### src/rtl/ps2_key_decoder.sv
// PS/2 keyboard receiver that turns scan codes into digit entries (0-9, clear)
// and cursor-move pulses, with parity/stop/timeout error reporting.
module ps2_key_decoder #(
  parameter int TIMEOUT_CYCLES = 50000
) (
  input  logic       clock,
  input  logic       reset,
  input  logic       ps2_clk,
  input  logic       ps2_data,
  output logic [3:0] user_value,
  output logic       value_valid,
  output logic       cursor_up,
  output logic       cursor_down,
  output logic       cursor_left,
  output logic       cursor_right,
  output logic       frame_error
);
  // state | meaning
  // IDLE  | waiting for a start bit (falling edge with data low)
  // RECV  | shifting data, parity and stop bits; idle timer armed
  typedef enum logic {IDLE, RECV} state_t;

  localparam int TW = $clog2(TIMEOUT_CYCLES + 1);
  localparam logic [TW-1:0] TMR_LOAD = TW'(TIMEOUT_CYCLES - 1);

  logic clk_meta, clk_sync, clk_prev, data_meta, data_sync, fall;

  // Synchronizers are left unreset so a reset can never fabricate a clock edge.
  always_ff @(posedge clock) begin
    clk_meta  <= ps2_clk;
    clk_sync  <= clk_meta;
    clk_prev  <= clk_sync;
    data_meta <= ps2_data;
    data_sync <= data_meta;
  end

  assign fall = clk_prev & ~clk_sync;

  state_t          state_q, state_d;
  logic [3:0]      bit_cnt_q, bit_cnt_d;
  logic [TW-1:0]   tmr_q, tmr_d;
  logic [8:0]      shift_q, shift_d;
  logic            brk_q, brk_d, ext_q, ext_d;
  logic [3:0]      value_d;
  logic            valid_d, up_d, down_d, left_d, right_d, err_d;
  logic [7:0]      rx_byte;
  logic            frame_ok, key_is_digit;
  logic [3:0]      key_digit;

  assign rx_byte  = shift_q[7:0];
  assign frame_ok = (^shift_q) & data_sync;

  always_comb begin
    key_is_digit = 1'b1;
    key_digit    = 4'd0;
    case (rx_byte)
      8'h16, 8'h69: key_digit = 4'd1;
      8'h1E, 8'h72: key_digit = 4'd2;
      8'h26, 8'h7A: key_digit = 4'd3;
      8'h25, 8'h6B: key_digit = 4'd4;
      8'h2E, 8'h73: key_digit = 4'd5;
      8'h36, 8'h74: key_digit = 4'd6;
      8'h3D, 8'h6C: key_digit = 4'd7;
      8'h3E, 8'h75: key_digit = 4'd8;
      8'h46, 8'h7D: key_digit = 4'd9;
      8'h45, 8'h70, 8'h66: key_digit = 4'd0;
      default: key_is_digit = 1'b0;
    endcase
  end

  always_comb begin
    state_d   = state_q;
    bit_cnt_d = bit_cnt_q;
    tmr_d     = tmr_q;
    shift_d   = shift_q;
    brk_d     = brk_q;
    ext_d     = ext_q;
    value_d   = user_value;
    valid_d   = 1'b0;
    up_d      = 1'b0;
    down_d    = 1'b0;
    left_d    = 1'b0;
    right_d   = 1'b0;
    err_d     = 1'b0;
    case (state_q)
      IDLE: begin
        if (fall && !data_sync) begin
          state_d   = RECV;
          bit_cnt_d = 4'd0;
          tmr_d     = TMR_LOAD;
        end
      end
      RECV: begin
        if (fall) begin
          tmr_d = TMR_LOAD;
          if (bit_cnt_q == 4'd9) begin
            state_d   = IDLE;
            bit_cnt_d = 4'd0;
            if (!frame_ok) begin
              err_d = 1'b1;
              brk_d = 1'b0;
              ext_d = 1'b0;
            end else if (rx_byte == 8'hF0) begin
              brk_d = 1'b1;
            end else if (rx_byte == 8'hE0) begin
              ext_d = 1'b1;
            end else begin
              brk_d = 1'b0;
              ext_d = 1'b0;
              // Break-prefixed codes are key releases and produce nothing.
              if (!brk_q) begin
                if (ext_q) begin
                  case (rx_byte)
                    8'h75: up_d    = 1'b1;
                    8'h72: down_d  = 1'b1;
                    8'h6B: left_d  = 1'b1;
                    8'h74: right_d = 1'b1;
                    8'h71: begin
                      value_d = 4'd0;
                      valid_d = 1'b1;
                    end
                    default: ;
                  endcase
                end else if (key_is_digit) begin
                  value_d = key_digit;
                  valid_d = 1'b1;
                end
              end
            end
          end else begin
            shift_d   = {data_sync, shift_q[8:1]};
            bit_cnt_d = bit_cnt_q + 4'd1;
          end
        end else if (tmr_q == '0) begin
          state_d   = IDLE;
          bit_cnt_d = 4'd0;
          err_d     = 1'b1;
          brk_d     = 1'b0;
          ext_d     = 1'b0;
        end else begin
          tmr_d = tmr_q - 1'b1;
        end
      end
      default: state_d = IDLE;
    endcase
  end

  always_ff @(posedge clock) begin
    if (reset) begin
      state_q      <= IDLE;
      bit_cnt_q    <= '0;
      tmr_q        <= '0;
      shift_q      <= '0;
      brk_q        <= 1'b0;
      ext_q        <= 1'b0;
      user_value   <= '0;
      value_valid  <= 1'b0;
      cursor_up    <= 1'b0;
      cursor_down  <= 1'b0;
      cursor_left  <= 1'b0;
      cursor_right <= 1'b0;
      frame_error  <= 1'b0;
    end else begin
      state_q      <= state_d;
      bit_cnt_q    <= bit_cnt_d;
      tmr_q        <= tmr_d;
      shift_q      <= shift_d;
      brk_q        <= brk_d;
      ext_q        <= ext_d;
      user_value   <= value_d;
      value_valid  <= valid_d;
      cursor_up    <= up_d;
      cursor_down  <= down_d;
      cursor_left  <= left_d;
      cursor_right <= right_d;
      frame_error  <= err_d;
    end
  end
endmodule

### config.mk
export PLATFORM = sky130hd
export DESIGN_NAME = ps2_key_decoder
export DESIGN_NICKNAME = d
export VERILOG_FILES = /design/src/rtl/ps2_key_decoder.sv
export SDC_FILE = /design/constraint.sdc
export NUM_CORES = 1
export LEC_CHECK = 0
export ABC_AREA = 1
export CORE_MARGIN = 2
export CORE_UTILIZATION = 47
export DETAILED_ROUTE_END_ITERATION = 8
export PLACE_DENSITY = 0.77
export SLEW_MARGIN = 40
export SYNTH_ARGS = -nofsm -noshare
export SYNTH_HDL_FRONTEND = slang
export SYNTH_SLANG_ARGS = --single-unit
### constraint.sdc
create_clock -name clock -period 3.1 [get_ports clock]
set_input_delay 0.62 -clock clock [delete_from_list [all_inputs] [get_ports clock]]
set_output_delay 0.62 -clock clock [all_outputs]
set_load 0.01 [all_outputs]
==> impl_metrics.csv, run 1 <==
group,metric,value,unit
cts,cts_buffer_depth,2,
global_route,track_usage,0.184,
cts,tritoncts,"built",
place,dpl.hpwl,4120,um
global_route,grt_pass1_vias,2213,
timing,hold_violations,0,
cts,cts-hold-fix-buffers,0,
cts,cts_resized,0,
drt,routed_wl,5450,um
cts,cts_setup_buffers,0,
final_layout,area_growth,10.3,%
power_and_ir_drop,total_power,1.45,mW
drt,first_iter_violations,144,
logic_synthesis,synth_seq_cells,47,
min_path,holdCritPathClass,"register to register",
power_and_ir_drop,power.leakage,1.34,nW
floorplanning,dieArea,0.00649,sq mm
drt,drc_errors,0,
worst_setup_path,path_class,"register to register",
logic_synthesis,synth_top_family_by_area,"simple AND/OR/NAND/NOR gates",
timing,maxSlewViolCount,0,
logic_synthesis,synth-simple-area-share,0.355,
floorplanning,coreArea,0.00557,sq mm
timing,fin_worst_skew,0.0119,ns
timing,finalCriticalPeriod,1.97,ns
floorplanning,die_x,80.5,um
place,port_buffers,13,
cts,cts-root-buf,"clkbuf_8",
logic_synthesis,synthXorXnorAreaFrac,0.0127,
global_route,grt_max_degree,21,
place,place_congestion,0.943,
drt,dr.pass1.iters,5,
drt,vias,2459,
power_and_ir_drop,powerDensity,477,mW/mm^2
final_layout,fill_cells,550,
final_layout,drive_above_1_share,0.0892,
place,dp_cells,479,
drt,wl_per_cell,11.2,um
worst_setup_path,end_kind,"register",
logic_synthesis,synthesis.area,0.00275,sq mm
worst_setup_path,worst_setup_path_start_kind,"register",
cts,htree_levels,2,
drt,ant_nets,0,
timing,hold_ws,0.332,ns
worst_setup_path,startpoint,"clk_sync",
cts,cts_sinks,47,
logic_synthesis,syn_avg_cell_area,6.86,sq um
cts,worstSkewPairLatency,0.31,ns
final_layout,diodes,0,
final_layout,instances_no_fill,487,
logic_synthesis,seq_area_frac_synth,0.342,
timing,rsz0062_at_grt,"false",
timing,relSlewSlack,0.705,
min_path,min_from,"data_meta",
global_route,grt_pass1_wl,9600,um
power_and_ir_drop,ir_worst_vdd,0.000262,V
worst_setup_path,cp.arrival,2.17,ns
cts,clkTransAtPathRegs,0.09,ns
worst_setup_path,crit_required,3.30,ns
logic_synthesis,yosys_warnings,0,
cts,numCtsBuffers,5,
logic_synthesis,synthCells,401,
drt,drt-vias-per-instance,5.05,
final_layout,postLayoutCoreUtil,0.545,
timing,max_freq,508,MHz
floorplanning,io_pins,14,
logic_synthesis,synth_compound_area_frac,0.105,
final_layout,fin_nets,437,
floorplanning,row_count,27,
timing,fin_crit_sh,0.635,
worst_setup_path,worstReg2RegStart,"clk_sync",
logic_synthesis,synth_nets,424,
run_status,status,"finished, final reports clean",
floorplanning,die_h,80.5,um
global_route,antenna_found_initial,0,
logic_synthesis,synth_mux_area_frac,0,
global_route,grt_overflow,0,
logic_synthesis,ys_types,37,
timing,setup-violations-final,0,
timing,tightest_slew,0.441,ns
timing,fin_setup_tns,0,ns
floorplanning,initial_core_util,0.494,
logic_synthesis,synth_adder_area_share,0.0864,
flow_run,maxCapViolations,0,
worst_setup_path,crit_fanout,14,
[flip-flops by register name, summed over array words and instances, names as in the netlist]
| signal | flops |
|---|---|
| data_meta | 1 |
| clk_prev | 1 |
| clk_meta | 1 |
| shift_q | 9 |
| state_q | 1 |
| cursor_up | 1 |
| clk_sync | 1 |
| frame_error | 1 |
| bit_cnt_q | 4 |
| ext_q | 1 |
| data_sync | 1 |
| user_value | 4 |
| cursor_right | 1 |
| tmr_q | 16 |
| cursor_down | 1 |
| value_valid | 1 |
| cursor_left | 1 |
| brk_q | 1 |
[cells by family after synthesis]
| logic type | after synthesis |
|---|---|
| AOI/OAI and AO/OA | 54 |
| buffers and inverters | 64 |
| and+or+nand+nor | 213 |
| adders and majority gates | 19 |
| DFF | 47 |
| xor gates and xnor gates | 4 |
[area by class of cell]
class | count | area, sq um | area share
Sequential cell | 47 | 941 | 0.310
Timing Repair Buffer | 14 | 138 | 0.0453
Clock buffer | 5 | 68.8 | 0.0227
Clock inverter | 3 | 43.8 | 0.0144
Tap cell | 72 | 90.1 | 0.0297
Inverter | 56 | 214 | 0.0705
Multi-Input combinational cell | 290 | 1540 | 0.507
[metal layers]
metal / part of all wire / global-route usage / vias up
li1: - / - / 1305
met4: 0.012 / 0.0525 / 0
met1: 0.51 / 0.252 / 1108
met5: 0 / 0 / -
met2: 0.44 / 0.291 / 39
met3: 0.045 / 0.0404 / 7
[layout by cell type (no fill, tap or decap), drive strengths merged]
cell and count:
inv 54, clkinv 4, o22ai 1, nor2 70
nor4 1, clkbuf 5, nor3 7, nand4 6
xnor2 2, clkdlybuf4s50 13, o21ai 22, nand2 85
bufinv 1, a211oi 2, nand3b 6, buf 1
o211ai 1, a21oi 27, nand3 32, or2 4
xor2 2, ha 19, o2111ai 1, dfxtp 47
nor3b 2
[power breakdown]
| part | switching (mW) | internal, mW | total, mW |
|---|---|---|---|
| Clock | 0.210 | 0.240 | 0.450 |
| Sequential | 0.0300 | 0.635 | 0.665 |
| Combinational | 0.209 | 0.122 | 0.331 |
| Total | 0.450 | 0.997 | 1.45 |
[cells in the mapped netlist]
cell / number / area share
clkinv_2: 1 / 0.0018
inv_1: 51 / 0.070
o2111ai_1: 1 / 0.0032
nand3b_2: 1 / 0.0041
buf_4: 1 / 0.0027
nand2_2: 6 / 0.014
buf_6: 3 / 0.012
nand2_1: 79 / 0.11
or2_2: 2 / 0.0045
o211ai_1: 1 / 0.0027
a211oi_1: 2 / 0.0055
o21ai_2: 1 / 0.0032
nand4_1: 6 / 0.014
or2_0: 2 / 0.0045
nand3_2: 2 / 0.0073
inv_2: 2 / 0.0027
o21ai_1: 3 / 0.0055
dfxtp_1: 47 / 0.34
clkbuf_1: 3 / 0.0041
clkinv_1: 1 / 0.0014
nor2_2: 8 / 0.018
ha_1: 19 / 0.086
nand3_1: 30 / 0.055
nor3_1: 7 / 0.013
nor4_1: 1 / 0.0023
a21oi_1: 26 / 0.047
nor3b_1: 2 / 0.0055
buf_2: 1 / 0.0018
nand3b_1: 5 / 0.014
o22ai_1: 1 / 0.0023
inv_4: 1 / 0.0023
nor2_1: 59 / 0.080
xnor2_1: 2 / 0.0064
a21oi_2: 1 / 0.0032
xor2_1: 2 / 0.0064
o21ai_0: 18 / 0.033
nor2_4: 3 / 0.012
[worst paths after layout]
path,slack [ns],to,cells after the start
setup reg to reg,1.13,tmr_q[9],10
hold reg to reg,0.33,data_sync,0
setup / recovery,1.13,tmr_q[9],10
hold / removal,0.33,data_sync,0
[worst max-delay path, cell delays in order (launching register included)]
cell	delay, ns
dfxtp_1	0.31
inv_1	0.05
nand2_1	0.26
o21ai_0	0.42
nand2_2	0.28
inv_4	0.22
nand2_1	0.08
nand2_1	0.07
nand3b_1	0.08
nand2_1	0.06
inv_1	0.04
[through the flow]
stage	worst slack, ns	area (sq um)
2_1_floorplan	1.43	2750
3_3_place_gp	1.00	2920
3_5_place_dp	0.900	2920
4_1_cts	1.12	3040
5_1_grt	0.857	3040
6_report	1.13	3040
Power figures use the tool's default switching activity.
==> run 2: changes to the inputs <==
--- a/config.mk
+++ b/config.mk
@@ -9,7 +9,7 @@
 export CORE_MARGIN = 2
 export CORE_UTILIZATION = 47
 export DETAILED_ROUTE_END_ITERATION = 8
-export PLACE_DENSITY = 0.77
+export PLACE_DENSITY = 0.79
 export SLEW_MARGIN = 40
 export SYNTH_ARGS = -nofsm -noshare
 export SYNTH_HDL_FRONTEND = slang
==> constraint.sdc (replaced) <==
create_clock -name clock -period 1.6 [get_ports clock]
set_input_delay 0.32 -clock clock [delete_from_list [all_inputs] [get_ports clock]]
set_output_delay 0.32 -clock clock [all_outputs]
set_load 0.01 [all_outputs]
==> impl_metrics.csv, run 2 (synthesis gave the netlist of run 1 again) <==
group,metric,value,unit
cts,cts-hold-fix-buffers,0,
place,port_buffers,13,
power_and_ir_drop,powerDensity,809,mW/mm^2
timing,relSlewSlack,0.695,
final_layout,fin_nets,484,
timing,fin_worst_skew,0.0109,ns
final_layout,postLayoutCellArea,0.00376,sq mm
drt,first_iter_violations,262,
timing,max_freq,576,MHz
cts,clkTransAtPathRegs,0.09,ns
cts,tritoncts,"built",
final_layout,diodes,0,
worst_setup_path,end_kind,"register",
timing,finalCriticalPeriod,1.73,ns
final_layout,top_register,"tmr_q",
timing,setup-violations-final,17,
timing,fin_setup_tns,-0.936,ns
timing,maxSlewViolCount,0,
place,place_congestion,0.977,
run_status,status,"finished, violations left",
worst_setup_path,worst_setup_path_start_kind,"register",
min_path,hold_depth,0,
cts,numCtsBuffers,5,
place,dpl.hpwl,4830,um
timing,rsz0062_at_grt,"true",
cts,worstSkewPairLatency,0.31,ns
drt,ant_nets,0,
global_route,grt_max_degree,20,
worst_setup_path,cp.arrival,1.98,ns
cts,cts-root-buf,"clkbuf_8",
run_status,failed_checks,"negative setup slack",
final_layout,drive_above_1_share,0.344,
cts,cts_buffer_depth,2,
worst_setup_path,crit_fanout,5,
worst_setup_path,path_class,"register to register",
floorplanning,die_x,80.5,um
timing,tightest_slew,0.453,ns
final_layout,postLayoutCoreUtil,0.675,
global_route,grt_pass1_wl,11500,um
global_route,track_usage,0.223,
final_layout,final_common_cell,"nand2_1",
drt,drc_errors,0,
min_path,holdCritPathClass,"register to register",
power_and_ir_drop,power.leakage,1.67,nW
worst_setup_path,reg2regPathDepth,11,
floorplanning,io_pins,14,
cts,cts_sinks,47,
place,placed_area,0.00331,sq mm
worst_setup_path,crit_required,1.84,ns
place,post-place-ws,-0.182,ns
floorplanning,row_count,27,
drt,wl_per_cell,12.4,um
final_layout,area_growth,36.6,%
cts,htree_levels,2,
final_layout,regArea,971,sq um
timing,hold_violations,0,
final_layout,top_regs,"tmr_q x16, shift_q x9",
drt,dr.pass1.iters,4,
global_route,antenna_found_initial,0,
drt,vias,2743,
global_route,grt_pass1_vias,2588,
global_route,grt_overflow,0,
final_layout,layout_common_cells,"nand2_1 (61), nor2_1 (51), buf_4 (46)",
drt,drt-vias-per-instance,5.14,
final_layout,fill_cells,464,
final_layout,largest_register_ffs,16,
floorplanning,initial_core_util,0.494,
flow_run,maxCapViolations,0,
power_and_ir_drop,ir_worst_vdd,0.000440,V
timing,layout_setup_ws,-0.135,ns
floorplanning,coreArea,0.00557,sq mm
final_layout,multi_input_comb_area,0.00186,sq mm
floorplanning,dieArea,0.00649,sq mm
drt,routed_wl,6630,um
timing,fin_crit_sh,1.08,
floorplanning,die_h,80.5,um
run 2: worst paths after layout:
check,to,startpoint,slack [ns]
max,user_value[2],shift_q[4],-0.13
min,data_sync,data_meta,0.33
max reg2reg,user_value[2],shift_q[4],-0.13
min reg2reg,data_sync,data_meta,0.33
run 2: critical path: stages, from the launching register on:
cell,delay [ns]
dfxtp_4,0.39
inv_4,0.05
ha_2,0.21
nand2_1,0.11
nor2_1,0.08
nor2_1,0.12
nand3_1,0.11
nor2_2,0.17
nand2_2,0.11
nand3b_4,0.12
nand2_1,0.08
a21oi_2,0.13
run 2: layout make-up:
class	count	share of cell area
tap	72	0.0240
sequential	47	0.258
clock inverter	3	0.0123
inverter	56	0.0612
clock buffer	5	0.0183
multi-input combinational	290	0.494
timing repair buffer	61	0.132
run 2: layer usage:
metal  GRT usage  vias to the layer above  wire length (um)
li1            -                     1401                 -
met1       0.288                     1230              3050
met2       0.368                      102              3120
met3      0.0461                       10               375
met4      0.0746                        0                86
met5           0                        -                 0
run 2: timing repair:
action / in CTS / in global routing
buffers inserted: 4 / 4
pin swaps: 21 / 20
cloned: 0 / 0
endpoints found under the setup margin: 16 / 37
gates resized for setup: 56 / 25
run 2: power by group:
group	switching, mW	internal [mW]	leakage (nW)
clock	0.430	0.471	0.0548
combinational	0.491	0.367	1.23
sequential	0.0615	1.22	0.390
total	0.982	2.06	1.67
run 2: per-stage QoR:
step / total power, mW / hold slack [ns] / instances
global route: 3.24 / 0.347 / 534
floorplan: 1.86 / 0.310 / 401
global placement: 2.04 / 0.310 / 518
CTS: 3.01 / 0.338 / 530
detailed placement: 2.06 / 0.315 / 518
finish: 3.04 / 0.335 / 534
==> RTL edit 1, RTL diff (settings of run 2) <==
Set the parameter `TIMEOUT_CYCLES` to 100000 (it was 50000).
--- a/src/rtl/ps2_key_decoder.sv
+++ b/src/rtl/ps2_key_decoder.sv
@@ -1,7 +1,7 @@
 // PS/2 keyboard receiver that turns scan codes into digit entries (0-9, clear)
 // and cursor-move pulses, with parity/stop/timeout error reporting.
 module ps2_key_decoder #(
-  parameter int TIMEOUT_CYCLES = 50000
+  parameter int TIMEOUT_CYCLES = 100000
 ) (
   input  logic       clock,
   input  logic       reset,
Behaviour: no difference found for any inputs over 10 cycles, from zero or initial values and one cycle with reset high; that may be too few to reach the edited logic, so the function may still have changed.
==> RTL edit 1 against run 2 <==
Hold slack is essentially flat. Setup slack lost 0.023 ns. Synthesized area grew 4.0%. Routed wire length grew 17%. Total power grew 3.6%. Sequential cell count grew 1. Fmax shrank 1.3%. The run still ends with setup timing left. Combinational power grew 24%. Critical path type unchanged. Design area grew 4.5%.
==> RTL edit 1: results (changes against run 2) <==
[outcome]
outcome=finished, violations left
violations=setup timing

[grt]
globalRouteMet1Util_pct=29.2  ; +0.44 points
grt_pass1_wl_mm=11.7  ; +1.7%
use_met2_pct=36.8  ; +0.079 points

[logic_synthesis]
netlist_instances=408  ; +1.7%
synth_nets=431  ; +1.7%
ys_types=38  ; +2.7%
synth_xor_area_share_pct=0.917  ; -0.36 points
ys_top_cells_by_count=nand2_1 (78), nor2_1 (62), dfxtp_1 (48), inv_1 (44), nand3_1 (37)
synth-compound-area-share_pct=11.8  ; +1.3 points

[layout]
final_cells=545  ; +2.1%
fin_nets=492  ; +1.7%
design.seq.count=48  ; +2.1%
multi_input_area_sq_um=2040  ; +10%

[detailed_routing]
totalWireLength_mm=7.73  ; +17%

[timing]
setup_viol=12  ; -5
fin_ws_ns=-0.158  ; -0.0229 ns
finClkSkew_ns=0.0113  ; +0.000390 ns

[floorplan]
die_w_um=82.1  ; +1.9%

[place]
pre_cts_ws_ns=-0.234  ; -0.0517 ns
detailed_place_hpwl_mm=5.07  ; +4.9%
routabilityCongestion=0.929  ; -4.9%

[critical_path]
cp_max_fo=4  ; -1

[pwr]
p_leak_nw=1.62  ; -2.9%

RTL edit 1: cell types whose count changed after synthesis, moves of 4 or more:
| cell | change |
|---|---|
| nand3b_1 | -4 |
| nor2_2 | -4 |
| nand3_1 | +7 |
| inv_1 | -7 |
| o21ai_0 | +5 |
RTL edit 1: critical path, cell delays in order (launching register included):
cell	delay, ns
dfxtp_4	0.40
inv_4	0.05
ha_4	0.30
inv_4	0.04
nand2_4	0.06
nand2_2	0.05
nand2_2	0.07
nand2_2	0.05
nand2_2	0.07
nand3_4	0.11
nor2_4	0.16
nand2_2	0.09
nand3_2	0.08
nand2_2	0.06
nor2_1	0.10
RTL edit 1: path summary, 6_finish.rpt:
kind | endpoint | depth (start not counted)
worst min register to register | data_sync | 0
worst max-delay path | brk_q | 14
worst min-delay path | data_sync | 0
worst max register to register | brk_q | 14
RTL edit 1: where the power goes:
group,switching [mW],leakage [nW],internal [mW]
Clock,0.452,0.0445,0.311
Combinational,0.623,1.18,0.437
Sequential,0.0712,0.398,1.26
Total,1.15,1.62,2.01
==> RTL edit 2, RTL diff (flow settings as in run 2) <==
Without the edit above. Add an input register stage for `ps2_data`, with the module's reset; this delays it by one clock.
--- a/src/rtl/ps2_key_decoder.sv
+++ b/src/rtl/ps2_key_decoder.sv
@@ -23,6 +23,16 @@
   localparam int TW = $clog2(TIMEOUT_CYCLES + 1);
   localparam logic [TW-1:0] TMR_LOAD = TW'(TIMEOUT_CYCLES - 1);
 
+  logic ps2_data_q;
+
+  always_ff @(posedge clock) begin
+    if (reset) begin
+      ps2_data_q <= '0;
+    end else begin
+      ps2_data_q <= ps2_data;
+    end
+  end
+
   logic clk_meta, clk_sync, clk_prev, data_meta, data_sync, fall;
 
   // Synchronizers are left unreset so a reset can never fabricate a clock edge.
@@ -30,7 +40,7 @@
     clk_meta  <= ps2_clk;
     clk_sync  <= clk_meta;
     clk_prev  <= clk_sync;
-    data_meta <= ps2_data;
+    data_meta <= ps2_data_q;
     data_sync <= data_meta;
   end
 
Check against the original RTL: no difference found for any inputs over 10 cycles, from zero or initial values and one cycle with reset high; that may be too few to reach the edited logic, so the function may still have changed.
==> RTL edit 2 against run 2 <==
Synthesized cell count up 2.7%. Routed wire length up 43%. Clock power rose by 21%. Combinational power increased by 2.8%. The flow still finishes with violations (setup timing). Largest power group unchanged. Design area up 11%. Fmax shrank 2.0%. Highest routed layer unchanged. Synthesized area rose by 1.6%. Global-route usage rose by 1.9 points. Sequential cell count grew 1. Setup slack got worse by 0.035 ns. Total power grew 8.0%.
==> RTL edit 2: results (changes against run 2) <==
[logic_synthesis]
ys_types=33  ; -11%
synth_area_per_cell_sq_um=6.79  ; -1.1%
synth_nets=435  ; +2.6%
ys_top_cells_by_count=nand2_1 (87), nor2_1 (66), dfxtp_1 (48), inv_1 (45), nand3_1 (38)
ys_seq_area_share_pct=34.3  ; +0.17 points
synth_area_leaders=dfxtp_1 (34%), nand2_1 (12%), nor2_1 (8.9%), ha_1 (8.5%), nand3_1 (6.8%)

[grt]
use_met3_pct=4.33  ; -0.27 points
grt_max_degree=21  ; +5.0%
globalRouteMet1Util_pct=28.6  ; -0.25 points
use_met2_pct=43.5  ; +6.7 points
track_usage_pct=24.1  ; +1.9 points
grt_pass1_wl_mm=12.4  ; +8.7%

[min_path]
worstHoldEndpoint=clk_sync
holdCritStartpoint=clk_meta

[outcome]
outcome=finished, violations left
violations=setup timing

[layout]
final_cells=569  ; +6.6%
fill_cells=375  ; -19%
drive_above_1_share_pct=40.1  ; +5.7 points

[pwr]
p_leak_nw=1.80  ; +7.5%
ir_drop_v=0.000509  ; +16%
p_switching_mw=1.06  ; +7.5%

[detailed_routing]
wl_met1_mm=3.54  ; +16%
wl_per_cell_um=16.6  ; +34%
routed-wl-met3_um=780  ; +110%
route.met2.wl_mm=4.59  ; +47%
firstDrtPassIters=5  ; +1
drtIter0Drc=399  ; +52%

[timing]
finClkSkew_ns=0.0134  ; +0.00250 ns
fin_ws_ns=-0.170  ; -0.0351 ns
fin_tns_setup_ns=-1.77  ; -0.835 ns
setup_viol=26  ; +9

[clock_network]
clkLatencyLatePin_ns=0.33  ; +0.02 ns

[place]
pre_cts_ws_ns=-0.261  ; -0.0788 ns
placed_cell_area_sq_um=3370  ; +1.7%
routabilityCongestion=0.896  ; -8.3%

[critical_path]
timing.rr.start=shift_q[6]

[RTL edit 2: changes by cell type after synthesis, sizes merged, moves of 2 or more]
cell,run 2,this run
inv,54,49
a211oi,2,0
nand4,6,9
a21oi,27,31
nand3,32,38
a31oi,0,3
nand2,85,89
nor2,70,72
nand3b,6,2
clkinv,2,0
[RTL edit 2: power groups by stage]
stage	logic [mW]	registers (mW)	clock network (mW)
2_1_floorplan	0.474	1.33	0
3_3_place_gp	0.664	1.33	0
3_5_place_dp	0.687	1.33	0
4_1_cts	0.752	1.30	1.09
5_1_grt	0.942	1.32	1.15
6_report	0.882	1.31	1.09
[RTL edit 2: worst max-delay path by stage]
stage / startpoint / endpoint
floorplan: shift_q[2] / user_value[0]
global placement: shift_q[4] / user_value[1]
detailed placement: shift_q[4] / user_value[3]
CTS: shift_q[6] / user_value[0]
global route: shift_q[6] / user_value[2]
finish: shift_q[6] / user_value[2]
[RTL edit 2: metrics by stage]
step / hold WS, ns / util (%)
2_1_floorplan: 0.310 / -
3_3_place_gp: 0.312 / 57.6
3_5_place_dp: 0.317 / 57.6
4_1_cts: 0.339 / 65.1
5_1_grt: 0.342 / 71.2
6_report: 0.337 / 71.2
[RTL edit 2: layout make-up]
type / count / area share [%]
inverter: 49 / 4.89
clock buffer: 5 / 1.65
multi-input combinational: 308 / 50.0
clock inverter: 3 / 1.65
tap: 75 / 2.25
sequential: 48 / 23.7
timing repair buffer: 81 / 15.9
[RTL edit 2: cell families (layout without fill, tap and decap cells)]
kind of cell | after synthesis | count (layout) | synth area share, %
buffers and inverters | 57 | 138 | 8.63
AO/OA/AOI/OAI | 59 | 59 | 11.2
flip-flops | 48 | 48 | 34.3
XOR/XNOR | 4 | 4 | 1.25
AND/OR/NAND/NOR | 225 | 226 | 36.0
adder cells (fa/ha/maj) | 19 | 19 | 8.50
